File: src/rtl/hazard_scoreboard.sv
// Hazard scoreboard: one latency countdown per architectural register drives
// load-use stalls, ID/EX bubbles and a saturating stall-cycle counter.
module hazard_scoreboard #(
    parameter int REG_AW  = 5,
    parameter int MAX_LAT = 3,
    parameter int CW      = 2,
    parameter int SC_W    = 16
) (
    input  logic                   clk_i,
    input  logic                   rst_i,
    input  logic                   id_valid_i,
    input  logic [REG_AW-1:0]      id_rs_i,
    input  logic [REG_AW-1:0]      id_rt_i,
    input  logic                   id_rs_used_i,
    input  logic                   id_rt_used_i,
    input  logic [REG_AW-1:0]      id_rd_i,
    input  logic                   id_wr_i,
    input  logic [CW-1:0]          id_lat_i,
    input  logic                   flush_i,
    input  logic                   freeze_i,
    output logic                   pc_write_o,
    output logic                   if_id_write_o,
    output logic                   bubble_o,
    output logic [2**REG_AW-1:0]   pending_o,
    output logic [SC_W-1:0]        stall_cnt_o
);
    localparam int NREG = 2**REG_AW;
    localparam logic [CW-1:0] MAX_LAT_C = CW'(MAX_LAT);

    logic [CW-1:0]   cnt_q [NREG];
    logic [CW-1:0]   cnt_d [NREG];
    logic [SC_W-1:0] stall_cnt_q;
    logic [SC_W-1:0] stall_cnt_d;
    logic            hazard;
    logic            stall;
    logic            issue;
    logic            load_en;
    logic [CW-1:0]   lat_clamped;
    logic [CW-1:0]   dec_rd;
    logic [CW-1:0]   load_val;

    // Hazards look only at the prior counts, so an instruction never waits on itself.
    assign hazard = (id_rs_used_i && (cnt_q[id_rs_i] != '0)) ||
                    (id_rt_used_i && (cnt_q[id_rt_i] != '0));
    assign stall  = id_valid_i && !flush_i && !freeze_i && hazard;
    assign issue  = id_valid_i && !stall && !flush_i && !freeze_i;

    assign pc_write_o    = !stall && !freeze_i;
    assign if_id_write_o = !stall && !freeze_i;
    assign bubble_o      = (stall || flush_i) && !freeze_i;
    assign stall_cnt_o   = stall_cnt_q;

    assign load_en     = issue && id_wr_i && (id_rd_i != '0) && (id_lat_i != '0);
    assign lat_clamped = (id_lat_i > MAX_LAT_C) ? MAX_LAT_C : id_lat_i;
    assign dec_rd      = (cnt_q[id_rd_i] != '0) ? cnt_q[id_rd_i] - CW'(1) : '0;
    // A WAW rewrite keeps whichever result lands later.
    assign load_val    = (dec_rd > lat_clamped) ? dec_rd : lat_clamped;

    always_comb begin
        for (int r = 0; r < NREG; r++) begin
            cnt_d[r]     = (cnt_q[r] != '0) ? cnt_q[r] - CW'(1) : '0;
            pending_o[r] = (cnt_q[r] != '0);
        end
        if (load_en) begin
            cnt_d[id_rd_i] = load_val;
        end
        cnt_d[0] = '0;

        stall_cnt_d = stall_cnt_q;
        if (stall && (stall_cnt_q != '1)) begin
            stall_cnt_d = stall_cnt_q + SC_W'(1);
        end
    end

    // NOTE: the count array is a handful of flops that must clear asynchronously,
    // so every entry is reset explicitly instead of being left as an unreset RAM.
    always_ff @(posedge clk_i or negedge rst_i) begin
        if (!rst_i) begin
            for (int r = 0; r < NREG; r++) begin
                cnt_q[r] <= '0;
            end
            stall_cnt_q <= '0;
        end else begin
            if (!freeze_i) begin
                for (int r = 0; r < NREG; r++) begin
                    cnt_q[r] <= cnt_d[r];
                end
            end
            stall_cnt_q <= stall_cnt_d;
        end
    end
endmodule

File: config.mk
export PLATFORM = sky130hd
export DESIGN_NAME = hazard_scoreboard
export DESIGN_NICKNAME = d
export VERILOG_FILES = /design/src/rtl/hazard_scoreboard.sv
export SDC_FILE = /design/constraint.sdc
export NUM_CORES = 1
export LEC_CHECK = 0
export CAP_MARGIN = 10
export CORE_ASPECT_RATIO = 0.6
export CORE_MARGIN = 8
export CORE_UTILIZATION = 61
export CTS_CLUSTER_DIAMETER = 200
export CTS_CLUSTER_SIZE = 20
export DETAILED_ROUTE_END_ITERATION = 6
export HOLD_SLACK_MARGIN = 0.15
export PLACE_DENSITY = 0.87
export SYNTH_ARGS = -nofsm -noshare
export SYNTH_HDL_FRONTEND = slang
export SYNTH_SLANG_ARGS = --single-unit
File: constraint.sdc
create_clock -name clk_i -period 5.3 [get_ports clk_i]
set_input_delay 0.53 -clock clk_i [delete_from_list [all_inputs] [get_ports clk_i]]
set_output_delay 0.53 -clock clk_i [all_outputs]
set_load 0.01 [all_outputs]
==> impl_metrics.toml, run 1 <==
[final_layout]
finalInstanceArea_sq_um = 6770
layout.cells.most_common = "sky130_fd_sc_hd__dfrtp_1"
regArea_sq_um = 1950
area_growth_from_synthesis_to_layout_pct = 17.6
num-fill-cells = 705
area_occupied_by_multi_input_gates_sq_um = 3480
share_of_post_route_cells_with_drive_strength_above_1 = 0.0873
final-instance-count-excl-fill = 840
nets = 734
antenna_diode_count = 0
most-common-layout-cells = "sky130_fd_sc_hd__dfrtp_1 (78), sky130_fd_sc_hd__nand2_1 (71), sky130_fd_sc_hd__clkdlybuf4s50_1 (71)"

[pwr]
ir_drop_mv = 0.203
leakage_nw = 2.82
total_power_mw = 1.51
pwr_density_cell_nw_per_um2 = 223

[sta]
finClkSkew_ns = 0.00748
maxSlewHeadroom = 0.181
fin_tns_setup_ns = 0
setup_ws_ns = 0.783
timing.final.setup_violations = 0
timing_max_transition_violations_final = 0
fin_crit_ns = 4.52
final.period_utilization = 0.852
worst-slew-pin-transition_ns = 1.23
timing_hold_violations_final = 0
grt_setup_unrepaired = "no"
fmaxAchievable_ghz = 0.221

[critical_path]
crit_cells = 10
critical_path.endpoint_type = "primary output"
slowest_stage = "sky130_fd_sc_hd__clkdlybuf4s50_1"
crit_type = "in2out"
crit_path_cell_trace = "clkdlybuf4s50_1, inv_1, mux4_2, a2111oi_0, o21ai_1, and3_4, nor2_2, nor2_1, nor2_1, clkdlybuf4s50_1"
timing.critical_path.fanout_max = 9
crit_path_start_kind = "primary input"
critical-path-top-delay-family = "buffers and inverters"
critPathArrivalTime_ns = 3.99
crit_path_max_cell_delay_ns = 0.57
timing.critical_path.buf_inv = 3
rr_worst_depth = 9
cp.required_ns = 4.77

[die]
die_h_um = 91.3
num_rows = 27
core_area_sq_um = 9190
floorplan.die_area_sq_um = 12900
floorplan.die.width_um = 141
io_pins = 76
initial_utilization = 0.627

[logic_synthesis]
netlist_area_sq_um = 5760
synth_sequential_area_ratio = 0.339
synth_edf_count = 0
postSynthNetCount = 694
synth-async-reset-ratio = 1.00
postSynthCellCount = 665
syn_avg_cell_area_sq_um = 8.66
ys_warn_count = 0
synth.lib_cells_used.distinct = 60
synth-main-ff-cell = "sky130_fd_sc_hd__dfrtp_1"
synth.ff_latch_count = 78

[drt]
antenna_violating_nets_remaining = 0
initialDrtViolationCount = 930
wl_per_cell_um = 26.1
routed_via_density = 7.25
detail_route.first_pass.iterations = 7
detailroute.via_count = 6094
drt-total-wl_um = 21900
drc = 9

[grt]
busiest_layer = "met2"
grt_util_met3 = 0.147
gr-total-overflow = 0
global_route_wire_length_before_repair_um = 33300
grt_antenna_before_repair = 0
first_global_vias = 5734
gr-usage-met2 = 0.460
grt_use_met1 = 0.448
grt_start_max_net_pins = 95
grt_use_total = 0.333

[clock_network]
cts_buffers = 9
cts-root-buf = "sky130_fd_sc_hd__clkbuf_16"
clock_sink_count = 78
clock_insertion_delay_worst_skew_ns = 0.35
cts_tree = "done"
cts.hold.buffers_added = 0
cts.htree.levels = 3
clk_pin_slew_worst_paths_ns = 0.06
cts_max_path_buffers = 2
post_cts_buffers = 0
post_cts_resized = 0

[job]
maxCapViolations = 0

[placed_design]
place.port_buffers = 74
dp_hpwl_um = 15500
placement.setup.worst_slack_ns = 0.718
numPlacedInstances = 824
dpl_cell_area_sq_um = 6480
place_congestion = 1.07

[status]
violations = "design-rule violations"
outcome = "complete, but fails checks"

[worst_hold_path]
min_path_type = "in2async"
## report_power, final
| part | leakage, nW | internal [mW] | switching, mW | total, mW |
|---|---|---|---|---|
| clock | 0.143 | 0.364 | 0.263 | 0.628 |
| sequential | 1.09 | 0.609 | 0.0186 | 0.627 |
| combinational | 1.59 | 0.0939 | 0.160 | 0.254 |
| total | 2.82 | 1.07 | 0.442 | 1.51 |
## cells by family (layout without fill, tap and decap cells)
kind of cell | Yosys count | count (layout) | synth area share
fa+ha+maj | 4 | 4 | 0.00869
simple gates | 242 | 242 | 0.222
other cells | 1 | 1 | 0.000651
buf+inv | 78 | 123 | 0.0574
compound gates | 191 | 191 | 0.240
flops | 78 | 78 | 0.339
xor+xnor | 14 | 14 | 0.0213
mux | 57 | 57 | 0.111
## flip-flops by register name, indices dropped and copies added (netlist names)
name         cells
stall_cnt_o     16
cnt_q           62
## cells in the mapped netlist, drive strengths merged, types with 8 or more instances
| cell type | count | share of area |
|---|---|---|
| a32oi | 9 | 0.014 |
| nand3 | 10 | 0.0087 |
| buf | 16 | 0.017 |
| mux2i | 47 | 0.082 |
| o21ai | 14 | 0.012 |
| a221o | 15 | 0.026 |
| a2111oi | 10 | 0.015 |
| o311ai | 20 | 0.030 |
| and3 | 8 | 0.0096 |
| xnor2 | 12 | 0.018 |
| clkbuf | 38 | 0.025 |
| nor3 | 34 | 0.032 |
| nor2 | 38 | 0.025 |
| nor3b | 29 | 0.038 |
| nand2 | 71 | 0.046 |
| o211ai | 26 | 0.034 |
| a21oi | 52 | 0.045 |
| dfrtp | 78 | 0.34 |
| a211oi | 8 | 0.010 |
| inv | 24 | 0.016 |
| or2 | 23 | 0.025 |
| o22ai | 9 | 0.0098 |
## worst paths after layout
| path | start | end | slack, ns |
|---|---|---|---|
| max | id_rt_i[2] | if_id_write_o | 0.78 |
| min | rst_i | cnt_q[58] | 0.36 |
| max reg2reg | cnt_q[8] | cnt_q[38] | 1.49 |
| min reg2reg | stall_cnt_o[15] | stall_cnt_o[15] | 0.49 |
| max in group asynchronous | rst_i | stall_cnt_o[15] | 4.26 |
| min in group clk_i | stall_cnt_o[15] | stall_cnt_o[15] | 0.49 |
## layer usage
metal | wire [um] | vias up
li1 | - | 2589
met1 | 8770 | 2945
met2 | 8950 | 482
met3 | 3520 | 78
met4 | 702 | 0
met5 | 0 | -
## stage by stage
step | hold WS (ns) | utilization
detailed placement | 0.484 | 0.705
global placement | 0.474 | 0.705
finish | 0.358 | 0.737
global route | 0.453 | 0.737
CTS | 0.397 | 0.737
floorplan | 0.234 | -
## worst reg2reg max path, cell delays in order, from the launching register on
cell and delay (ns):
sky130_fd_sc_hd__dfrtp_1 0.45, sky130_fd_sc_hd__or2_1 0.37, sky130_fd_sc_hd__mux4_2 0.50, sky130_fd_sc_hd__a2111oi_0 0.49, sky130_fd_sc_hd__o21ai_1 0.19, sky130_fd_sc_hd__nand3_1 0.18, sky130_fd_sc_hd__nand3_1 0.39, sky130_fd_sc_hd__buf_4 0.33
sky130_fd_sc_hd__or2_0 0.45, sky130_fd_sc_hd__o311ai_1 0.35
## area by class of cell
cell class,count,area share
multi-input cells,509,0.513
flip-flops and latches,78,0.288
repair buffers,83,0.118
clock buffers,10,0.0338
well taps,130,0.0240
inverters,24,0.0133
clock inverters,6,0.00906
Note: power is estimated with default switching activity, not from simulation.
==> run 2, diff against run 1 <==
ABC_AREA = 1   (was not set)
CORE_UTILIZATION = 63   (was 61)
PLACE_DENSITY = 0.88   (was 0.87)
==> impl_metrics.toml, run 2 <==
[clock_network]
clock_insertion_delay_worst_skew_ns = 0.35
cts_max_path_buffers = 2
cts_tree = "done"
post_cts_resized = 0
cts-root-buf = "sky130_fd_sc_hd__clkbuf_16"
post_cts_buffers = 0
cts_buffers = 9
cts.htree.levels = 3
clk_pin_slew_worst_paths_ns = 0.07
cts.hold.buffers_added = 0
clock_sink_count = 78

[sta]
grt_setup_unrepaired = "no"
maxSlewHeadroom = 0.247
fin_crit_ns = 3.91
timing_hold_violations_final = 0
fmaxAchievable_ghz = 0.255
finClkSkew_ns = 0.00686
worst-slew-pin-transition_ns = 1.13
timing_max_transition_violations_final = 0
timing.final.setup_violations = 0
final.period_utilization = 0.739
fin_tns_setup_ns = 0

[logic_synthesis]
netlist.top_cell.by_area = "sky130_fd_sc_hd__nand2_1"
postSynthCellCount = 1298
synth.lib_cells_used.distinct = 31
synth_edf_count = 0
synth-async-reset-ratio = 1.00
netlist.area_leader.share = 0.348
syn_avg_cell_area_sq_um = 5.40
synthTopCellsByArea = "sky130_fd_sc_hd__nand2_1 (35%), sky130_fd_sc_hd__dfrtp_1 (28%), sky130_fd_sc_hd__nor2_1 (8.0%)"
yosys-top-cells-count = "sky130_fd_sc_hd__nand2_1 (650), sky130_fd_sc_hd__nor2_1 (149), sky130_fd_sc_hd__inv_1 (136), sky130_fd_sc_hd__nand3_1 (104), sky130_fd_sc_hd__dfrtp_1 (78)"
synthMostInstantiatedCell = "sky130_fd_sc_hd__nand2_1"
netlist_area_sq_um = 7010
ys_warn_count = 0
synth.ff_latch_count = 78
synth_sequential_area_ratio = 0.278
synth-main-ff-cell = "sky130_fd_sc_hd__dfrtp_1"
postSynthNetCount = 1327

[pwr]
leakage_nw = 4.41
p_switching_mw = 0.447
ir_drop_mv = 0.249
power_switching_share = 0.297
comb_pwr_share = 0.147
clock_power_share = 0.441
p_int_mw = 1.06
sequentialPowerShare = 0.411
pwr_density_cell_nw_per_um2 = 188

[die]
num_rows = 29
io_pins = 76
floorplan.die_area_sq_um = 14900
die_h_um = 97.7
initial_utilization = 0.655
core_area_sq_um = 10700
floorplan.die.width_um = 152

[drt]
antenna_violating_nets_remaining = 0
initialDrtViolationCount = 1035
routed_via_density = 5.57
detailroute.via_count = 8281
detail_route.first_pass.iterations = 7
drc = 3
drt-total-wl_um = 23400
wl_per_cell_um = 15.7

[critical_path]
timing.rr.end = "cnt_q[36]"
timing.critical_path.buf_inv = 3
crit_path_start_kind = "primary input"
rr_worst_depth = 21
r2r_setup_slack_ns = 2.03
critical-path-top-delay-family = "simple AND/OR/NAND/NOR gates"
critical_path.endpoint_type = "register"
crit_type = "in2reg"
slowest_stage = "sky130_fd_sc_hd__clkdlybuf4s50_1"
timing.critical_path.fanout_max = 31
crit_path_max_cell_delay_ns = 0.75
cp.required_ns = 5.58
crit_path_cell_trace = "clkdlybuf4s50_1, inv_1, nand3_1, nand2_1, nor2_1, nor2_1, nor2_1, nand2_1, nor2_2, inv_1, nand2_1, ha_1, nor2_1, o21a_1, nand3_1, nand2_2, nand2_1, nand2_1, nand2_1, nand2_1, nand2_1, nand2_1"
critPathArrivalTime_ns = 4.19
source_of_the_worst_register_to_register_timing_path = "cnt_q[31]"
critical_path.most_common_cell = "sky130_fd_sc_hd__nand2_1"

[final_layout]
final-instance-count-excl-fill = 1487
layout.cells.most_common = "sky130_fd_sc_hd__nand2_1"
largest_reg_flops = 62
post-route-util = 0.750
share_of_post_route_cells_with_drive_strength_above_1 = 0.0319
max_flop_register = "cnt_q"
antenna_diode_count = 0
area_growth_from_synthesis_to_layout_pct = 14.6
nets = 1372
num-fill-cells = 973
most-common-layout-cells = "sky130_fd_sc_hd__nand2_1 (650), sky130_fd_sc_hd__nor2_1 (149), sky130_fd_sc_hd__inv_1 (136)"

[placed_design]
dp_hpwl_um = 16300
place.port_buffers = 74
place_congestion = 1.01
numPlacedInstances = 1471

[grt]
grt_use_total = 0.310
grt_antenna_before_repair = 0
global_route_wire_length_before_repair_um = 38100
gr-total-overflow = 0
first_global_vias = 7422
grt_start_max_net_pins = 79

[status]
outcome = "complete, but fails checks"
violations = "design-rule violations"

[job]
maxCapViolations = 0

[worst_hold_path]
min_path_type = "in2async"
[run 2: changes by cell type after synthesis, moves of 39 or more]
cell / before / now
sky130_fd_sc_hd__nand3_1: 10 / 104
sky130_fd_sc_hd__inv_1: 24 / 136
sky130_fd_sc_hd__o21ai_0: 13 / 52
sky130_fd_sc_hd__nor2_1: 37 / 149
sky130_fd_sc_hd__mux2i_1: 47 / 0
sky130_fd_sc_hd__nand2_1: 71 / 650
sky130_fd_sc_hd__a21oi_1: 52 / 10
[run 2: cell families (layout without fill, tap and decap cells)]
logic type,Yosys count,in the layout,share of synthesized area
buf+inv,194,244,0.114
flops,78,78,0.278
other cells,1,1,0.000535
fa+ha+maj,4,4,0.00714
xor+xnor,10,10,0.0125
simple gates,927,927,0.525
compound gates,84,84,0.0619
[run 2: through the flow]
step                      total power [mW]  setup slack (ns)  cell area [sq um]  hold slack (ns)
after global routing                  1.54              1.17               8030            0.457
after global placement               0.845              1.34               7720            0.490
after floorplan                      0.752              2.75               7010            0.234
after CTS                             1.50              1.53               8030            0.414
after detailed placement             0.847              1.26               7720            0.503
final                                 1.51              1.39               8030            0.313
[run 2: layout make-up]
class / instances / area (sq um) / area share
inverters: 146 / 548 / 0.0682
multi-input cells: 1026 / 4260 / 0.530
clock inverters: 6 / 68.8 / 0.00857
well taps: 139 / 174 / 0.0217
clock buffers: 10 / 239 / 0.0298
repair buffers: 82 / 793 / 0.0988
flip-flops and latches: 78 / 1950 / 0.243
[run 2: worst reg2reg max path: stages (launching register included)]
cell and delay, ns:
sky130_fd_sc_hd__dfrtp_1 0.41, sky130_fd_sc_hd__inv_1 0.10, sky130_fd_sc_hd__o21ai_0 0.38, sky130_fd_sc_hd__nand2_1 0.09, sky130_fd_sc_hd__nand2_1 0.09, sky130_fd_sc_hd__nand2_1 0.08
sky130_fd_sc_hd__nand2_1 0.09, sky130_fd_sc_hd__nor2_1 0.04, sky130_fd_sc_hd__nand2_1 0.09, sky130_fd_sc_hd__nand2_1 0.08, sky130_fd_sc_hd__ha_1 0.29, sky130_fd_sc_hd__nor2_1 0.04
sky130_fd_sc_hd__o21a_1 0.17, sky130_fd_sc_hd__inv_1 0.05, sky130_fd_sc_hd__nand2_1 0.06, sky130_fd_sc_hd__nand2_2 0.55, sky130_fd_sc_hd__nand2_1 0.14, sky130_fd_sc_hd__nand2_1 0.09
sky130_fd_sc_hd__nand2_1 0.05, sky130_fd_sc_hd__nand2_1 0.10, sky130_fd_sc_hd__nand2_1 0.06, sky130_fd_sc_hd__nand2_1 0.13
[run 2: layer usage]
layer | up-vias | track usage | part of all wire
met5 | - | 0 | 0
met4 | 0 | 0.0886 | 0.019
met3 | 55 | 0.0853 | 0.14
met2 | 545 | 0.454 | 0.41
met1 | 3640 | 0.438 | 0.43
li1 | 4041 | - | -
[run 2: how the worst max path moves through the flow]
stage	startpoint	endpoint	slack [ns]	cells after the start
finish	id_rd_i[1]	cnt_q[36]	1.39	22
global route	id_rd_i[1]	cnt_q[14]	1.17	22
CTS	id_rd_i[1]	cnt_q[36]	1.53	22
detailed placement	id_rd_i[1]	cnt_q[42]	1.26	22
global placement	id_rd_i[1]	cnt_q[8]	1.34	22
floorplan	id_rd_i[0]	cnt_q[2]	2.75	24
[run 2: power by group through the flow]
stage / clock (mW) / combinational, mW / sequential [mW]
final: 0.665 / 0.222 / 0.620
after global routing: 0.681 / 0.241 / 0.621
after CTS: 0.661 / 0.218 / 0.620
after detailed placement: 0 / 0.217 / 0.630
after global placement: 0 / 0.215 / 0.630
after floorplan: 0 / 0.119 / 0.633
